### config.mk
export PLATFORM = sky130hd
export DESIGN_NAME = game_sequencer
export DESIGN_NICKNAME = d
export VERILOG_FILES = /design/src/rtl/game_sequencer.sv
export SDC_FILE = /design/constraint.sdc
export NUM_CORES = 1
export LEC_CHECK = 0
export BUFFER_PORTS_ARGS = -buffer_cell sky130_fd_sc_hd__clkbuf_2
export CAP_MARGIN = 15
export CORE_ASPECT_RATIO = 0.6
export CORE_UTILIZATION = 62
export CTS_CLUSTER_SIZE = 25
export DETAILED_ROUTE_END_ITERATION = 8
export PLACE_DENSITY = 0.87
export SKIP_CTS_REPAIR_TIMING = 1
export SLEW_MARGIN = 5
export SYNTH_ARGS = -nofsm -noshare
export SYNTH_HDL_FRONTEND = slang
export SYNTH_SLANG_ARGS = --single-unit
### constraint.sdc
create_clock -name i_clk -period 3.6 [get_ports i_clk]
set_clock_uncertainty 0.15 [all_clocks]
set_input_delay 0.72 -clock i_clk [delete_from_list [all_inputs] [get_ports i_clk]]
set_output_delay 0.72 -clock i_clk [all_outputs]
set_load 0.05 [all_outputs]
### src/rtl/game_sequencer.sv
// Memory Matrix round controller: start handshake, timed solution reveal, edge-detected
// tile guessing with hit/miss scoring, win/lose declaration and LED board drive.
module game_sequencer #(
    parameter int unsigned DISPLAY_CYCLES = 100000000,
    parameter int unsigned GUESS_W        = 4
) (
    input  logic               i_clk,
    input  logic               i_reset,
    input  logic               i_start,
    input  logic [7:0]         i_solution_board,
    input  logic [GUESS_W-1:0] i_max_guesses,
    input  logic [7:0]         i_tile_btn,
    output logic               o_new_game,
    output logic [7:0]         o_board_led,
    output logic [GUESS_W-1:0] o_guesses_left,
    output logic               o_win,
    output logic               o_lose,
    output logic [2:0]         o_state_dbg
);

    localparam int unsigned TIMER_W = (DISPLAY_CYCLES > 1) ? $clog2(DISPLAY_CYCLES) : 1;
    localparam logic [TIMER_W-1:0] TIMER_LOAD = TIMER_W'(DISPLAY_CYCLES - 1);

    typedef enum logic [2:0] {
        StIdle      = 3'd0,
        StStartWait = 3'd1,
        StDisplay   = 3'd2,
        StPlay      = 3'd3,
        StCheck     = 3'd4,
        StWin       = 3'd5,
        StLose      = 3'd6,
        StEndWait   = 3'd7
    } state_t;

    state_t               r_state;
    logic [7:0]           r_solution;
    logic [7:0]           r_current_board;
    logic [GUESS_W-1:0]   r_guesses_left;
    logic [TIMER_W-1:0]   r_timer;
    logic [7:0]           r_btn_q;
    logic [7:0]           r_guess;
    logic                 r_new_game;
    logic [7:0]           r_board_led;
    logic                 r_win;
    logic                 r_lose;

    logic [7:0] w_press;
    logic [7:0] w_press_low;
    logic [7:0] w_board_hit;
    logic       w_hit;
    logic       w_reveal;

    // Two's-complement trick isolates the lowest pressed tile; the rest are discarded.
    assign w_press     = i_tile_btn & ~r_btn_q;
    assign w_press_low = w_press & (~w_press + 8'd1);
    assign w_hit       = |(r_guess & r_solution);
    assign w_board_hit = r_current_board | r_guess;
    assign w_reveal    = (r_state == StDisplay) || (r_state == StLose);

    always_ff @(posedge i_clk) begin
        if (i_reset) begin
            r_state         <= StIdle;
            r_solution      <= '0;
            r_current_board <= '0;
            r_guesses_left  <= '0;
            r_timer         <= '0;
            r_btn_q         <= '0;
            r_guess         <= '0;
            r_new_game      <= 1'b0;
            r_board_led     <= '0;
            r_win           <= 1'b0;
            r_lose          <= 1'b0;
        end else begin
            r_btn_q     <= i_tile_btn;
            r_new_game  <= 1'b0;
            r_board_led <= w_reveal ? r_solution : r_current_board;

            unique case (r_state)
                StIdle: begin
                    if (i_start) begin
                        r_new_game <= 1'b1;
                        r_state    <= StStartWait;
                    end
                end
                StStartWait: begin
                    if (!i_start) begin
                        r_solution      <= i_solution_board;
                        r_guesses_left  <= i_max_guesses;
                        r_current_board <= '0;
                        r_win           <= 1'b0;
                        r_lose          <= 1'b0;
                        r_timer         <= TIMER_LOAD;
                        r_state         <= StDisplay;
                    end
                end
                StDisplay: begin
                    if (r_timer == '0) begin
                        r_state <= StPlay;
                    end else begin
                        r_timer <= r_timer - TIMER_W'(1);
                    end
                end
                StPlay: begin
                    if (r_current_board == r_solution) begin
                        r_win   <= 1'b1;
                        r_state <= StWin;
                    end else if (w_press != '0) begin
                        r_guess <= w_press_low;
                        r_state <= StCheck;
                    end
                end
                StCheck: begin
                    // A repeated hit leaves the board unchanged and, since the board
                    // differed from the solution in PLAY, falls back to PLAY unpenalised.
                    if (w_hit) begin
                        r_current_board <= w_board_hit;
                        if (w_board_hit == r_solution) begin
                            r_win   <= 1'b1;
                            r_state <= StWin;
                        end else begin
                            r_state <= StPlay;
                        end
                    end else if (r_guesses_left <= GUESS_W'(1)) begin
                        r_guesses_left <= '0;
                        r_lose         <= 1'b1;
                        r_state        <= StLose;
                    end else begin
                        r_guesses_left <= r_guesses_left - GUESS_W'(1);
                        r_state        <= StPlay;
                    end
                end
                StWin, StLose: begin
                    if (i_start) begin
                        r_state <= StEndWait;
                    end
                end
                StEndWait: begin
                    if (!i_start) begin
                        r_state <= StIdle;
                    end
                end
                default: r_state <= StIdle;
            endcase
        end
    end

    assign o_new_game     = r_new_game;
    assign o_board_led    = r_board_led;
    assign o_guesses_left = r_guesses_left;
    assign o_win          = r_win;
    assign o_lose         = r_lose;
    assign o_state_dbg    = r_state;

endmodule
After elaboration in Yosys (flattened, before gate mapping):

Index checks and enable logic that the tools add are counted.

* muxes and demuxes: 31
* add/subtract/negate cells: 3
* bitwise gates (word level): 9
* reduce and logical (&&, ||, !) cells: 18
* eq/ne operators: 21
* order comparisons: 1

Operators with widths (count)
* 2-to-1 mux 27 bit: 2
* case mux 27 bit (2 select lines): 1
* 2-to-1 mux 3 bit: 10
* logical NOT 27 bit: 1
* subtractor 27 x 1 -> 27 bit, second input constant: 1
* AND 8 bit: 3
* 2-to-1 mux 8 bit: 3
* case mux 3 bit (7 select lines): 1
* != test 2 bit, second input constant: 10
* == test 8 bit: 2
* NOT 8 bit: 2
* case mux 8 bit (2 select lines): 1
* == test 3 bit, second input constant: 4
* 2-to-1 mux 4 bit: 3
* AND reduction 3 bit: 4
* adder 8 x 1 -> 8 bit, second input constant: 1
* OR 8 bit: 1
* case mux 4 bit (2 select lines): 1
* nonzero test 8 bit: 1
* OR reduction 8 bit: 1
* 2-to-1 mux 1 bit: 7
* == test 3 x 2 -> 1 bit, second input constant: 2
* AND reduction 6 bit: 1
* AND reduction 5 bit: 1
* 15 further kinds: 19

* register bits: 77
* logic and storage cells: 94
* bits of input ports: 23

Depth between registers and ports, before layout:

* word-level depth: 6
* depth in mapped cells: 8
* mapped depth without buffers: 7

Worst setup path after synthesis:

Ideal clock, no wire load.

* kind: input to register
* start point: input i_tile_btn[0]
* end point: register r_guess[1]
* path buffers: 1
* arrival time: 2121 ps
* data required time: 3380 ps
* cell stages on the path: 7
* setup slack: 1259 ps
* path through: and2b_1 -> and4b_1 -> nand4_1 -> or3b_1 -> buf_2 -> or3_1 -> a21oi_1

* longest elaborated chain between the ends: 4
* elaborated cells between the ends (all ways): 6
* those cells by class: 1 x add/sub; 3 x bitwise; 2 x reduce/logical

RTL lines
* start: declaration: line 12 `input logic [7:0] i_tile_btn,`
* AND 8 bit *: line 54 `assign w_press = i_tile_btn & ~r_btn_q;`
* NOT 8 bit: line 55 `assign w_press_low = w_press & (~w_press + 8'd1);`
* adder 8 x 1 -> 8 bit: line 55
* AND 8 bit: line 55
* end signal: assignment: line 108 `r_guess <= w_press_low;`
* end: declaration: line 41 `logic [7:0] r_guess;`

Every way passes the cells marked *; elsewhere a longest branch is shown, timed or not.
A chain may end at the register's enable or synchronous reset.

Worst setup path in the final report:

* start point: register r_state[0] (netlist: o_state_dbg[0])
* end point: register r_guess[2]

* longest elaborated chain between the ends: 2

RTL lines
* start: declaration: line 35 `state_t r_state;`
* start signal: assignment: line 62 `r_state <= StIdle;`
* start signal: assignment: line 82 `r_state <= StStartWait;`
* start signal: assignment: line 93 `r_state <= StDisplay;`
* == test 3 x 2 -> 1 bit: line 78 `unique case (r_state)`
* AND reduction 3 bit (no source line)

Every way passes these cells.

==> flow_summary_export.csv <==
group,metric,value,unit
worst_setup_path,cp_top_family,"simple AND/OR/NAND/NOR gates",
global_routing,grt_overflow,0,
timing,finalCritPeriodShare,70.96,%
drt,vias,3106,
floorplan,dieArea,0.006127,mm2
floorplan,initial_core_util,64.34,%
flow_run,maxCapViolations,0,
global_routing,grt_first_pass_wirelength,12790,um
yosys,yosysSeqAreaShare,42.81,%
drt,vias_per_cell,5.731,
layout,n_antenna_cell,0,
yosys,ys_types,50,
layout,regArea,0.001541,mm2
clock_tree,clock_path_buffers,2,
place,place_ws,0.8757,ns
min_path,hold_end,"o_lose",
timing,tightestPinTransition,0.7510,ns
drt,first_pass_iters,7,
global_routing,antenna_found_initial,0,
pwr,irDropWorstVdd,0.3316,mV
drt,postRouteAntennaNets,0,
yosys,synth_nets,451,
layout,layout_commonest_cell,"dfxtp_1",
worst_setup_path,crit_slowest_cell,"dfxtp_1",
status,status,"finished, final reports clean",
layout,fillers,437,
drt,first_iter_violations,213,
worst_setup_path,worstPathMaxFanout,15,
clock_tree,htree_levels,3,
timing,slew_headroom,49.94,%
clock_tree,clkSinkCount,77,
place,gp_congestion,0.9166,
drt,wl_per_cell,15.27,um
clock_tree,clk_pin_slew,0.07,ns
place,hpwl,5789,um
timing,fin_ws,1.045,ns
worst_setup_path,crit_buf_inv,0,
pwr,p_leak,1.479,nW
worst_setup_path,crit_required,3.73,ns
timing,setup_viol,0,
layout,multiInputGateArea,0.001946,mm2
yosys,synthCells,425,
yosys,syn_avg_cell_area,8.473,um2
worst_setup_path,endpoint_kind,"flop",
timing,hold_viol,0,
worst_setup_path,r2r-end,"r_guess[2]",
global_routing,grt_pass1_vias,2637,
pwr,power.density,728.4,mW/mm2
clock_tree,cts_tree,"done",
clock_tree,worstSkewPairLatency,0.35,ns
layout,areaGrowthSynthToFinish,12.37,%
floorplan,rows,21,
floorplan,fp.dieW,100.4,um
layout,drive_gt1_share,14.72,%
yosys,syn-cell-area,0.003601,mm2
drt,wl,8276,um
min_path,holdPathStages,2,
worst_setup_path,cp-start-kind,"flop",
timing,maxSlewViolCount,0,
worst_setup_path,reg2reg_depth,5,
min_path,hold_class,"flop to flop",
clock_tree,root_buffer,"clkbuf_8",
yosys,synth-seq-cells,77,
layout,final-instance-count-excl-fill,542,
worst_setup_path,r2r_setup_slack,1.05,ns
timing,fin_tns_setup,0,ns
layout,fin_nets,484,
clock_tree,numCtsBuffers,9,
timing,period_minus_slack,2.555,ns
layout,final_cell_mix,"dfxtp_1 (77), a21oi_1 (51), nor2_1 (49), nand2_1 (47), clkbuf_2 (40)",
worst_setup_path,max_stage_delay,0.63,ns
timing,fmax,391.4,MHz
place,port_buffers,40,
worst_setup_path,timing.rr.start,"o_state_dbg[0]",
yosys,async_flop_share,0,%
floorplan,io_pins,41,
worst_setup_path,cp.arrival,2.69,ns
yosys,synth-main-ff-cell,"dfxtp_1",
worst_setup_path,crit_chain,"nor2b_1, nand2_1, or3b_1, or4_1, a21oi_1",
floorplan,core,0.005597,mm2
place,dp.cells,527,
yosys,synth_edf_count,0,
global_routing,grtUsageTotal,27.73,%
worst_setup_path,path_class,"flop to flop",
drt,drcViolationCount,0,
min_path,hp-start,"o_lose",
yosys,ys_warn_count,0,
timing,rsz0062_at_grt,"no",
global_routing,grt_max_degree,34,
floorplan,chipHeight,61.03,um
[cell type report]
type	count	share of cell area [%]
clock inverters	4	1.793
repair buffers	44	5.690
clock buffers	11	3.494
multi-input cells	322	48.08
flip-flops and latches	77	38.10
well taps	80	2.474
inverters	4	0.3711
[how the worst max path moves through the flow]
stage | from | end | slack (ns) | cells after the start
after floorplan | i_tile_btn[0] | r_guess[1] | 1.26 | 7
after global placement | i_tile_btn[0] | r_guess[2] | 0.96 | 7
after detailed placement | i_tile_btn[0] | r_guess[2] | 0.88 | 7
after CTS | r_timer[2] | r_timer[9] | 1.08 | 6
after global routing | o_state_dbg[0] | r_guess[2] | 0.89 | 5
final | o_state_dbg[0] | r_guess[2] | 1.05 | 5
[power by group]
part / switching [mW] / leakage, nW / total (mW) / internal (mW)
Combinational: 0.691 / 0.747 / 1.09 / 0.402
Clock: 0.300 / 0.105 / 0.704 / 0.405
Sequential: 0.168 / 0.627 / 1.15 / 0.982
Total: 1.16 / 1.48 / 2.95 / 1.79
[worst reg2reg max path, cell delays in order, from the launching register on]
cell     delay [ns]
dfxtp_1        0.63
nor2b_1        0.36
nand2_1        0.15
or3b_1         0.57
or4_1          0.48
a21oi_1        0.15
[cells by family (layout without fill, tap and decap cells)]
kind of cell	count (synthesis)	count (layout)	share of synthesized area, %
and+or+nand+nor	189	189	27.35
AOI/OAI and AO/OA	85	85	14.52
DFF	77	77	42.81
xor gates and xnor gates	41	41	9.972
buffers and inverters	26	63	3.162
muxes	4	4	1.147
adders and majority gates	3	3	1.043
[metrics by stage]
step                      area [um2]  hold slack, ns  utilization [%]  power [mW]
final                           4046          0.3475            72.30       2.947
after global placement          3832          0.3075            68.48       2.182
after floorplan                 3601          0.2980                -       1.999
after detailed placement        3832          0.3230            68.48       2.228
after CTS                       4046          0.3333            72.30       2.932
after global routing            4046          0.3654            72.30       3.103
[synthesized netlist by cell type (7+ instances only)]
library cell  instances  area (um2)
dfxtp_1              77        1541
a21oi_1              51       255.2
nor3_1               15       75.07
nand3_1               7       35.03
nor2_1               49       183.9
xnor2_1              32       280.3
nor2b_1              19       118.9
nor4_1                7       43.79
xor2_1                9       78.83
clkbuf_1             17       63.81
nand2_1              47       176.4
nand2b_1              9       56.30
[routing by layer]
layer	up-vias	track usage (%)	share of wire (%)
met5	-	0	0
met4	0	7.867	0.66
met3	8	7.491	7.5
met2	130	43.74	44
met1	1423	38.17	48
li1	1545	-	-
[registers in the layout (all words and copies together) (netlist names), 3 cells and up]
register,count
o_state_dbg,3
r_current_board,8
r_solution,8
o_guesses_left,4
r_guess,8
o_board_led,8
r_timer,27
r_btn_q,8
No activity file was read; power rests on OpenSTA's default activity.
